<file path="config.mk">
export PLATFORM = sky130hd
export DESIGN_NAME = tournament_choice_ctrl
export DESIGN_NICKNAME = d
export VERILOG_FILES = /design/src/rtl/tournament_choice_ctrl.sv
export SDC_FILE = /design/constraint.sdc
export NUM_CORES = 1
export LEC_CHECK = 0
export BUFFER_PORTS_ARGS = -buffer_cell sky130_fd_sc_hd__clkbuf_2
export CAP_MARGIN = 15
export CELL_PAD_IN_SITES_DETAIL_PLACEMENT = 1
export CELL_PAD_IN_SITES_GLOBAL_PLACEMENT = 1
export CORE_ASPECT_RATIO = 1.5
export CORE_UTILIZATION = 48
export DETAILED_ROUTE_END_ITERATION = 7
export HOLD_SLACK_MARGIN = 0.06
export PLACE_DENSITY_LB_ADDON = 0.1
export SETUP_SLACK_MARGIN = 0.1
export SLEW_MARGIN = 20
export SYNTH_ARGS = -nofsm -noshare
export SYNTH_HDL_FRONTEND = slang
export SYNTH_SLANG_ARGS = --single-unit
</file>
<file path="constraint.sdc">
create_clock -name clk -period 4.3 [get_ports clk]
set_input_delay 0.43 -clock clk [delete_from_list [all_inputs] [get_ports clk]]
set_output_delay 0.43 -clock clk [all_outputs]
set_load 0.02 [all_outputs]
</file>
<file path="src/rtl/tournament_choice_ctrl.sv">
// rtl/tournament_choice_ctrl.sv - tournament predictor choice-counter table with lookup/update arbitration
// Owns the 2-bit meta counters: post-reset init sweep, then one lookup or update per cycle.
module tournament_choice_ctrl #(
    parameter int          IDX_W    = 6,
    parameter logic [1:0]  INIT_CTR = 2'b01
) (
    input  logic             clk,
    input  logic             reset,
    input  logic             lookup_v_i,
    input  logic [IDX_W-1:0] lookup_idx_i,
    output logic             lookup_ready_o,
    output logic             choice_v_o,
    output logic [1:0]       choice_o,
    input  logic             upd_v_i,
    input  logic [IDX_W-1:0] upd_idx_i,
    input  logic             upd_global_ok_i,
    input  logic             upd_local_ok_i,
    output logic             upd_ready_o,
    output logic             init_busy_o
);
    localparam int DEPTH = 1 << IDX_W;

    typedef enum logic { S_INIT, S_RUN } state_e;
    typedef enum logic { P_UPD, P_LKP } prio_e;

    state_e             state_q;
    prio_e              prio_q;
    logic [IDX_W-1:0]   init_idx_q;
    logic               choice_v_q;
    logic [1:0]         choice_q;
    logic [1:0]         table_q [DEPTH];

    logic               run;
    logic               upd_fire;
    logic               lkp_fire;
    logic [1:0]         upd_ctr;
    logic [1:0]         upd_ctr_d;
    logic               tbl_we;
    logic [IDX_W-1:0]   tbl_idx;
    logic [1:0]         tbl_data;

    assign run            = (state_q == S_RUN);
    assign upd_ready_o    = run & (!lookup_v_i | (prio_q == P_UPD));
    assign lookup_ready_o = run & (!upd_v_i | (prio_q == P_LKP));
    assign upd_fire       = upd_v_i & upd_ready_o;
    assign lkp_fire       = lookup_v_i & lookup_ready_o;
    assign init_busy_o    = (state_q == S_INIT);
    assign choice_v_o     = choice_v_q;
    assign choice_o       = choice_q;
    assign upd_ctr        = table_q[upd_idx_i];

    // Saturating counter step; agreement between predictors leaves it unchanged.
    always_comb begin
        upd_ctr_d = upd_ctr;
        if (upd_global_ok_i && !upd_local_ok_i && upd_ctr != 2'b11)
            upd_ctr_d = upd_ctr + 2'b01;
        else if (!upd_global_ok_i && upd_local_ok_i && upd_ctr != 2'b00)
            upd_ctr_d = upd_ctr - 2'b01;
    end

    always_comb begin
        tbl_we   = 1'b0;
        tbl_idx  = upd_idx_i;
        tbl_data = upd_ctr_d;
        if (!run) begin
            tbl_we   = 1'b1;
            tbl_idx  = init_idx_q;
            tbl_data = INIT_CTR;
        end else if (upd_fire) begin
            tbl_we   = 1'b1;
        end
    end

    always_ff @(posedge clk) begin
        if (tbl_we)
            table_q[tbl_idx] <= tbl_data;
    end

    always_ff @(posedge clk or posedge reset) begin
        if (reset) begin
            state_q    <= S_INIT;
            init_idx_q <= '0;
            prio_q     <= P_UPD;
            choice_v_q <= 1'b0;
            choice_q   <= 2'b00;
        end else begin
            choice_v_q <= lkp_fire;
            if (lkp_fire)
                choice_q <= table_q[lookup_idx_i];
            case (state_q)
                S_INIT: begin
                    if (init_idx_q == {IDX_W{1'b1}})
                        state_q <= S_RUN;
                    else
                        init_idx_q <= init_idx_q + 1'b1;
                end
                S_RUN: begin
                    if (lookup_v_i && upd_v_i)
                        prio_q <= (prio_q == P_UPD) ? P_LKP : P_UPD;
                end
                default: state_q <= S_INIT;
            endcase
        end
    end
endmodule
</file>
---- Word-level counts from Yosys, hierarchy flattened ----
Memories as Yosys holds them, arrays and structs flattened. A register that Yosys moved wholly into a read port is not among the register bits.
Index checks and enable logic that the tools add are counted.
word-level totals
  memory bits (writable) .................. 128
  input bits .............................. 18
  bits in read-only memories .............. 0
  output and inout bits ................... 6
  flip-flop bits (word level) ............. 9
  memories ................................ 1
  logic and storage cells ................. 42
  bits in latches ......................... 0
cells by class
  div/mod/pow operators ................... 0
  eq/ne operators ......................... 2
  bitwise gates (word level) .............. 9
  reductions and logical operators ........ 12
  shift-type cells ........................ 0
  magnitude comparators ................... 0
  multipliers ............................. 0
  add/sub/neg operators ................... 3
  mux-type cells .......................... 11
memories
  memory   depth  width  rd ports  clocked after Yosys merged registers in  write ports  RTL line  RTL
  table_q  64     2      2         1                                        1            31        logic [1:0] table_q [DEPTH];
operators by type and width
  operator             count
  $mux 1               7
  $add 6x1->6 const B  1
  $eq 6x6->1 const B   1
  $mux 2               3
  $mux 6               1
  $logic_and 1x1->1    5
  $and 1x1->1          4
  $logic_not 1->1      4
  $reduce_and 2->1     2
  $not 1->1            3
  $add 2x1->2 const B  1
  $ne 2x2->1 const B   1
  $or 1x1->1           2
  $reduce_bool 2->1    1
  $sub 2x1->2 const B  1

---- Longest topological paths before layout ----
Gate-level depths: netlist of the first run.
  word-level depth ........................ 8
  mapped depth ............................ 15
  depth with buffers taken out ............ 12

---- Least setup slack after synthesis of the first run ----
Ideal clock, no wire load.
  kind .................................... input to register
  start ................................... in upd_idx_i[2]
  end ..................................... mem table_q[0][1], data pin
  slack ................................... -0.526 ns
  library setup time ...................... 0.548 ns
  data arrival time ....................... 4.278 ns
  path buffers ............................ 3
  stages .................................. 13
  data required time ...................... 3.752 ns
  cells stage by stage .................... clkdlybuf4s15_1 > buf_4 > buf_6 > mux4_2 > a2111oi_0 > nor4_1 > a31oi_2 > inv_1 > ha_1 > nand2b_1 > nor2_1 > a21oi_1 > a21oi_1
on the way
  word-level cells in the longest chain between the ends .. 6
  elaborated cells on any way between the ends .. 10
ends and longest elaborated chain
  element                                              RTL line  RTL
  start, declared                                      15        input logic [IDX_W-1:0] upd_idx_i,
  $mem_v2 64x2 (*)                                     n/a
  branches (longest 3 deep; another with $sub 2x1->2)  n/a
  $mux 2 (*)                                           55        if (upd_global_ok_i && !upd_local_ok_i && upd_ctr != 2'b11)
  $mux 2 (*)                                           65        if (!run) begin
  named net tbl_data[1]                                40        logic [1:0] tbl_data;
  end, declared                                        31
Mark *: on every way through the listed nets, which the timed path passes.

==> metrics.cfg, run 1 <==
[yosys]
synth_most_common_cell=edfxtp_1
synth_area_leader_cell=edfxtp_1
ys_ff_latch=139
synth_compound_area_frac=0.0398
synth_top_family_by_area=multiplexers
synth_xor_area_frac=0.00368
syn_inst=459
syn-cell-area_sq_um=7140
ys_top_cells_by_area=edfxtp_1 54%, mux4_2 18%, mux4_1 4.4%
synth_edf_count=128
synth_top_area_frac=0.538
syn_area_per_cell_sq_um=15.6
synthAdderAreaFrac=0.00525
async_flop_share=0.0791
synthMuxAreaShare=0.257
synth-simple-area-share=0.0825
netlist_top_cells_count=128 x edfxtp_1, 79 x nor2_1, 56 x mux4_2, 33 x nand2_1, 18 x mux2i_1
synth_flop_cell=edfxtp_1
synth.distinct_cells=46
syn_nets=480
synth_warnings=0
ys_seq_area_frac=0.577

[setup_path]
cp-end-kind=flip-flop
cp_max_fo=64
critPathKind=reg -> reg
r2r_end=table_q[6][0]
reg2reg_slack_ps=460
arrival_ps=3910
startpoint_type=flip-flop
worstReg2RegStart=table_q[28][1]
crit_slowest_cell=a2111oi_0
cp-endpoint=table_q[6][0]
slowest_delay_ps=630
startpoint=table_q[28][1]
crit_chain=mux4_2 > nor2b_1 > a2111oi_0 > nor4_1 > a31oi_2 > inv_1 > ha_1 > nand2b_1 > nor2_1 > a21oi_1 > nand2b_1 > mux2_4
required_ps=4370
worst_path_most_repeated_cell=nand2b_1
r2r_cells=12

[final_layout]
post-route-util=0.547
fill_cells=1384
antenna_cells=0
final_layout_size_suffix_gt1_frac=0.254
areaGrowthSynthToFinish_pct=11.3
nets=505
fin_cells=692

[status]
status=finished, final reports clean

[die]
io_pins=24
row_count=54
die_x_um=102
start_util=0.492
core_sq_um=14500
design.die.area_sq_um=15400
die_h_um=151

[cts]
cts_resized=0
post_cts_buffers=0
cts_sinks=139
ctsHoldBuffers=1
clockBufferDepth=2
cts_tree=built
clk_root_buffer_cell=clkbuf_16
cts.reportedPaths.clkPinSlew_ps=60
insertion_delay_ps=430
htree_num_levels=4
cts_buffers=17

[route]
drc=0
drt_iter0_drc=240
vias=4308
dr.pass1.iters=4
wl_per_cell_um=28.4
wl_um=19600
postRouteAntennaNets=0
vias_per_cell=6.23

[sta]
tightest_slew_ps=962
slew_headroom=0.359
finalMaxSlewViolations=0
finalHoldViolations=0
timing.fmax_mhz=260
tns_ps=0
timing.hold.ws_ps=313
setup_viol=0
finalCriticalPeriod_ps=3840
finClkSkew_ps=5.48
fin_crit_sh=0.893
rsz0062_at_grt=no

[placed_design]
io_buffer_count=23
hpwl_um=13700
dp_cells=660
routabilityCongestion=0.879

[global_routing]
grt_remaining_overflow=0
antenna_found_initial=0
grt_pass1_wl_um=29000
first_global_vias=4618
groute.usage.overall=0.280
grt_max_degree=65

[pwr]
ir_drop_v=0.000274
power.leakage_uw=0.00230
power.density_nw_per_um2=375

[min_path]
holdCritPathClass=in -> reg

[job]
maxCapViolations=0

## state kept, by name (all words and copies together), names as in the netlist
signal      count
choice_v_o      1
choice_o        2
run             1
init_idx_q      6
table_q       128
prio_q          1
## worst max-delay path, delay by kind of cell, from the launching register on
family / cells / cell delay, ps
adders and majority gates: 1 / 190
and+or+nand+nor: 5 / 730
DFF: 1 / 400
AOI/OAI and AO/OA: 3 / 1020
muxes: 2 / 1020
buffers and inverters: 1 / 80
## stage by stage
step	cell area (sq um)	power, uW	worst slack [ps]
floorplan	7150	1580	346
global placement	7380	1610	230
detailed placement	7380	1610	85.9
CTS	7950	3000	458
global route	7950	3050	224
finish	7950	2980	459
## power breakdown
part | total, uW | internal (uW) | switching (uW) | leakage [uW]
combinational | 123 | 49.5 | 73.7 | 0.000998
clock | 1400 | 844 | 555 | 0.000262
sequential | 1460 | 1460 | 0.574 | 0.00104
## cell usage in the layout (no fill, tap or decap), types with 3 or more instances in the layout
master / Yosys / routed
a21oi_1: 13 / 12
a21o_1: 3 / 3
buf_4: 2 / 9
clkinv_1: 0 / 3
nand2_1: 33 / 33
mux4_1: 12 / 12
dfrtp_1: 11 / 11
mux4_2: 56 / 56
clkbuf_2: 0 / 23
nor2b_1: 6 / 6
o21ai_0: 4 / 4
clkinvlp_4: 0 / 3
nor2_1: 79 / 79
mux2_2: 6 / 6
inv_1: 12 / 12
xnor2_1: 3 / 3
ha_1: 3 / 3
clkbuf_16: 0 / 17
edfxtp_1: 128 / 128
nand3_1: 12 / 12
mux2i_1: 18 / 18
## metal layers
| layer | share of wire | vias up | global-route usage |
|---|---|---|---|
| li1 | - | 1878 | - |
| met1 | 0.38 | 2241 | 0.331 |
| met2 | 0.53 | 148 | 0.482 |
| met3 | 0.050 | 41 | 0.0535 |
| met4 | 0.039 | 0 | 0.140 |
| met5 | 0 | - | 0 |
## cell families after synthesis
logic type | Yosys count
simple gates | 141
flops | 139
mux | 93
compound gates | 41
buf+inv | 39
xor+xnor | 3
fa+ha+maj | 3
## worst min-delay path by stage
| stage | from | slack [ps] | cells past startpoint | end |
|---|---|---|---|---|
| 4_1_cts | lookup_v_i | 310 | 3 | prio_q |
| 3_5_place_dp | reset | 440 | 2 | init_idx_q[5] |
| 3_3_place_gp | reset | 430 | 2 | init_idx_q[4] |
| 2_1_floorplan | reset | 280 | 1 | choice_o[0] |
| 6_report | lookup_v_i | 310 | 3 | prio_q |
| 5_1_grt | lookup_v_i | 340 | 3 | prio_q |
## cell type report
cell class	instances	area, sq um	share of cell area
clock buffer	19	433	0.0545
clock inverter	12	125	0.0157
inverter	12	45.0	0.00567
multi-input combinational	281	2790	0.351
sequential	139	4120	0.518
tap	196	245	0.0309
timing repair buffer	33	193	0.0242
Note: power is estimated with default switching activity, not from simulation.
==> run 2: changes to the inputs <==
- BUFFER_PORTS_ARGS: -buffer_cell sky130_fd_sc_hd__clkbuf_2 -> -buffer_cell sky130_fd_sc_hd__buf_4
==> run 2 against run 1 <==
Setup slack better by 25 ps; sequential power about the same; global-route usage down 0.65 points; final area up 1.7%; sequential cell count unchanged; die area unchanged; sequential share of layout area down 0.89 points; via count up 1.8%; final cell count down 0.29%; combinational power about the same; clock power up 12%; critical path type unchanged; largest power group is now the clock network.
==> metrics.cfg, run 2 (synthesized netlist as in run 1, its figures left out) <==
[status]
status=finished, final reports clean

[global_routing]
grt_remaining_overflow=0
antenna_found_initial=0
first_global_vias=4596
grt_pass1_wl_um=28400
grt_max_degree=53
groute.usage.overall=0.273

[route]
vias_per_cell=6.36
wl_um=19600
wl_met2_um=10400
drt_iter0_drc=297
drc=0
top_layer=met4
met3_length_um=995
m1WireLength_um=7520
postRouteAntennaNets=0
dr.pass1.iters=5
wl_per_cell_um=28.4
vias=4385

[sta]
finalCriticalPeriod_ps=3820
timing.fmax_mhz=262
setup_ws_ps=484
finalHoldViolations=0
fin_crit_sh=0.887
tightest_slew_ps=903
finalMaxSlewViolations=0
slew_headroom=0.398
tns_ps=0
finClkSkew_ps=7.64
setup_viol=0
rsz0062_at_grt=no

[placed_design]
io_buffer_count=23
routabilityCongestion=0.815
hpwl_um=13600
dp_slack_ps=157

[final_layout]
regMostFlops=table_q
largest_register_ff_count=128
antenna_cells=0
areaGrowthSynthToFinish_pct=13.2
final_cell_mix=128 x edfxtp_1, 79 x nor2_1, 56 x mux4_2
nets=502
mostFrequentLayoutCell=edfxtp_1
final_layout_size_suffix_gt1_frac=0.255

[cts]
cts.reportedPaths.clkPinSlew_ps=60
post_cts_buffers=0
htree_num_levels=4
clk_root_buffer_cell=clkbuf_16
cts_sinks=139
insertion_delay_ps=430
cts_tree=built
clockBufferDepth=2
cts_buffers=17

[setup_path]
critPathKind=reg -> reg
slowest_delay_ps=570
arrival_ps=3920
required_ps=4410
startpoint_type=flip-flop
cp-end-kind=flip-flop
crit_slowest_cell=mux4_1
r2r_cells=11
crit_chain=mux4_1 > mux4_2 > nor2_1 > a21oi_1 > a31oi_2 > inv_1 > ha_1 > nand2b_1 > o311ai_0 > a21oi_4 > buf_4
cp_max_fo=52

[pwr]
ir_drop_v=0.000286
power.density_nw_per_um2=389
power.leakage_uw=0.00235

[die]
design.die.area_sq_um=15400
die_x_um=102
core_sq_um=14500
start_util=0.492
row_count=54
die_h_um=151
io_pins=24

[min_path]
hold_depth=3
holdCritPathClass=in -> reg

[job]
maxCapViolations=0

==> run 2: critical path, delay by kind of cell, from the launching register on <==
family	cells	cell delay, ps
simple gates	2	260
fa+ha+maj	1	190
compound gates	4	1090
flops	1	410
mux	2	1080
buf+inv	2	430
==> run 2: area by class of cell <==
class	instances	area [sq um]
clock inverter	12	188
clock buffer	20	437
inverter	12	45.0
sequential	139	4120
multi-input combinational	281	2790
tap	196	245
fill	1373	6440
timing repair buffer	30	265
==> run 2: layer usage <==
layer,track usage,vias to the layer above
li1,-,1878
met1,0.324,2301
met2,0.472,161
met3,0.0526,45
met4,0.134,0
met5,0,-
==> run 2: stage by stage <==
stage	hold slack [ps]	cell area (sq um)	power (uW)	std cells	util
2_1_floorplan	282	7150	1580	459	-
3_3_place_gp	455	7450	1610	657	0.513
3_5_place_dp	465	7450	1610	657	0.513
4_1_cts	305	8090	3160	690	0.557
5_1_grt	333	8090	3210	690	0.557
6_report	322	8090	3150	690	0.557
==> run 2: worst paths after layout <==
check                               start             end  slack [ps]
hold / removal                 lookup_v_i          prio_q         320
setup reg to reg           table_q[49][1]  table_q[16][1]         480
setup / recovery           table_q[49][1]  table_q[16][1]         480
min in group asynchronous           reset     choice_o[1]         550
max in group asynchronous           reset   init_idx_q[1]        3440
hold reg to reg               choice_o[1]     choice_o[1]         510
==> run 2: where the power goes <==
group,total (uW),internal [uW],switching [uW]
Combinational,125,53.4,72.0
Clock,1570,980,586
Sequential,1460,1460,0.693
==> run 2: what timing repair did <==
item,in CTS,in global routing
hold buffers,1,0
hold endpoints to repair,11,0
resized for setup,0,0
==> run 3: changes to the inputs <==
--- a/config.mk
+++ b/config.mk
@@ -7,2 +7,3 @@
 export LEC_CHECK = 0
+export ABC_AREA = 1
 export BUFFER_PORTS_ARGS = -buffer_cell sky130_fd_sc_hd__buf_4
@@ -12,3 +13,3 @@
 export CORE_ASPECT_RATIO = 1.5
-export CORE_UTILIZATION = 48
+export CORE_UTILIZATION = 44
 export DETAILED_ROUTE_END_ITERATION = 7
==> constraint.sdc (replaced) <==
create_clock -name clk -period 4.3 [get_ports clk]
set_input_delay 0.215 -clock clk [delete_from_list [all_inputs] [get_ports clk]]
set_output_delay 0.215 -clock clk [all_outputs]
set_load 0.02 [all_outputs]
==> run 3 against run 2 <==
First-iteration DRC count rose by 26%; sequential power hardly changed; maximum frequency grew 19%; synthesized cell count up 94%; setup slack gained 620 ps; clock skew up 8.5 ps; final area up 5.8%; sequential cell count unchanged; utilization fell by 5.1 points; area after synthesis rose by 7.6%; combinational power increased by 130%; register-to-register slack gained 830 ps; critical endpoint is now table_q[50][1]; largest cell class unchanged.
==> metrics.cfg, run 3 <==
[cts]
cts_buffers=17
htree_num_levels=4
cts_resized=0
post_cts_buffers=0
insertion_delay_ps=430
clk_root_buffer_cell=clkbuf_16
clockBufferDepth=2
cts.reportedPaths.clkPinSlew_ps=60
cts_sinks=139
cts_tree=built
ctsHoldBuffers=1

[final_layout]
mostFrequentLayoutCell=nand2_1
regMostFlops=table_q
antenna_cells=0
final_layout_size_suffix_gt1_frac=0.104
areaGrowthSynthToFinish_pct=11.3
nets=910
seq_area_sq_um=4120
final_area_sq_um=8550
multi_input_area_sq_um=3080
fill_cells=1935
largest_register_ff_count=128
final_cell_mix=301 x nand2_1, 223 x nand3_1, 128 x edfxtp_1

[die]
die_x_um=110
start_util=0.454
row_count=58
design.die.area_sq_um=18000
io_pins=24
core_sq_um=16900
die_h_um=164

[min_path]
holdCritPathClass=in -> reg

[yosys]
syn_nets=910
synth_warnings=0
ys_ff_latch=139
synth_area_leader_cell=edfxtp_1
synth_edf_count=128
synth_flop_cell=edfxtp_1
synth_most_common_cell=nand2_1
synth_top_area_frac=0.500
ys_seq_area_frac=0.536
netlist_top_cells_count=301 x nand2_1, 224 x nand3_1, 128 x edfxtp_1, 71 x nor2_1, 29 x buf_2
ys_top_cells_by_area=edfxtp_1 50%, nand2_1 15%, nand3_1 15%
syn_inst=889
syn_area_per_cell_sq_um=8.64
synth.distinct_cells=33
syn-cell-area_sq_um=7680
async_flop_share=0.0791

[placed_design]
dp_slack_ps=674
hpwl_um=16600
routabilityCongestion=0.816
dpl_cell_area_sq_um=7870
io_buffer_count=23

[setup_path]
startpoint_type=primary input
cp_max_fo=39
cp-end-kind=flip-flop
crit_slowest_cell=a21oi_4
arrival_ps=3460
required_ps=4560
slowest_delay_ps=570
worst_path_most_repeated_cell=nand3_1
critPathKind=in -> reg
crit_chain=buf_4 > buf_4 > nand2_1 > nand3_1 > nand3_1 > nand2_1 > nand2_1 > nand3_1 > nand3_1 > nand2_2 > inv_1 > ha_1 > nor3_1 > inv_1 > nor2_1 > nor2_1 > a21oi_4 > buf_4

[sta]
fin_crit_sh=0.744
tightest_slew_ps=959
setup_ws_ps=1100
finClkSkew_ps=16.2
finalHoldViolations=0
slew_headroom=0.361
rsz0062_at_grt=no
finalMaxSlewViolations=0
setup_viol=0
tns_ps=0
timing.fmax_mhz=313
finalCriticalPeriod_ps=3200

[pwr]
sw_frac_of_total=0.236
ir_drop_v=0.000223
total_power_uw=3450
power.density_nw_per_um2=403
power.leakage_uw=0.00336
p_sw_uw=813
pwr-share-comb=0.083
intPower_uw=2640
seqPwrFrac=0.422
p_clk_frac=0.495

[route]
vias=6634
wl_um=26300
wl_per_cell_um=23.6
vias_per_cell=5.97
drt_iter0_drc=374
dr.pass1.iters=5
postRouteAntennaNets=0
drc=0

[job]
maxCapViolations=0

[global_routing]
grt_remaining_overflow=0
grt_max_degree=69
grt_pass1_wl_um=40200
first_global_vias=7070
groute.usage.overall=0.311
antenna_found_initial=0

[status]
status=finished, final reports clean

==> run 3: cell count changes in the layout (fill, tap and decap cells not counted), moves of 5 or more <==
| cell | change |
|---|---|
| inv_2 | +6 |
| mux2i_1 | -18 |
| nand2_1 | +268 |
| nor2b_1 | -6 |
| o21ai_0 | +6 |
| mux4_2 | -56 |
| mux2_2 | -6 |
| inv_1 | +16 |
| mux4_1 | -12 |
| nand3_2 | +5 |
| nor3_1 | +5 |
| nand3_1 | +211 |
| nor2_1 | -8 |
==> run 3: final cells by class <==
| cell class | count | share of cell area |
|---|---|---|
| sequential | 139 | 0.482 |
| multi-input combinational | 662 | 0.361 |
| clock buffer | 19 | 0.0506 |
| timing repair buffer | 33 | 0.0322 |
| tap | 210 | 0.0307 |
| clock inverter | 13 | 0.0281 |
| inverter | 36 | 0.0162 |
==> run 3: cells by family after synthesis <==
logic type,synth area share
buffers and inverters,0.0642
AND/OR/NAND/NOR,0.362
XOR/XNOR,0.00456
adder cells (fa/ha/maj),0.00489
flip-flops,0.536
AO/OA/AOI/OAI,0.0283
==> run 3: routing by layer <==
metal  GRT usage  up-vias  routed length, um
met5           0        -                  0
met4       0.119        0                745
met3      0.0468       53               1140
met2       0.561      188              14200
met1       0.365     3358              10100
li1            -     3035                  -
==> run 3: critical path: cells and delay by family <==
family	cells	cell delay, ps
AND/OR/NAND/NOR	11	1170
buffers and inverters	5	1300
AO/OA/AOI/OAI	1	570
adder cells (fa/ha/maj)	1	170
==> run 3: worst paths after layout <==
path | start | endpoint | slack (ps) | cells after the start
worst min-delay path | upd_v_i | prio_q | 100 | 3
worst min register to register | init_idx_q[2] | init_idx_q[2] | 510 | 1
min in group asynchronous | reset | choice_v_o | 370 | 3
max in group asynchronous | reset | init_idx_q[4] | 3600 | 3
worst max register to register | table_q[3][0] | table_q[50][1] | 1310 | 16
worst max-delay path | upd_idx_i[0] | table_q[50][1] | 1100 | 18
==> run 3: through the flow <==
| step | std cells | util | hold WS (ps) |
|---|---|---|---|
| floorplan | 889 | - | 67.4 |
| global placement | 1079 | 0.465 | 258 |
| detailed placement | 1079 | 0.465 | 277 |
| CTS | 1112 | 0.506 | 100 |
| global route | 1112 | 0.506 | 112 |
| finish | 1112 | 0.506 | 105 |
==> run 3: power groups by stage <==
stage,logic (uW),clock network [uW],registers (uW)
floorplan,196,0,1490
global placement,274,0,1490
detailed placement,283,0,1490
CTS,286,1710,1460
global route,315,1750,1460
finish,286,1710,1460
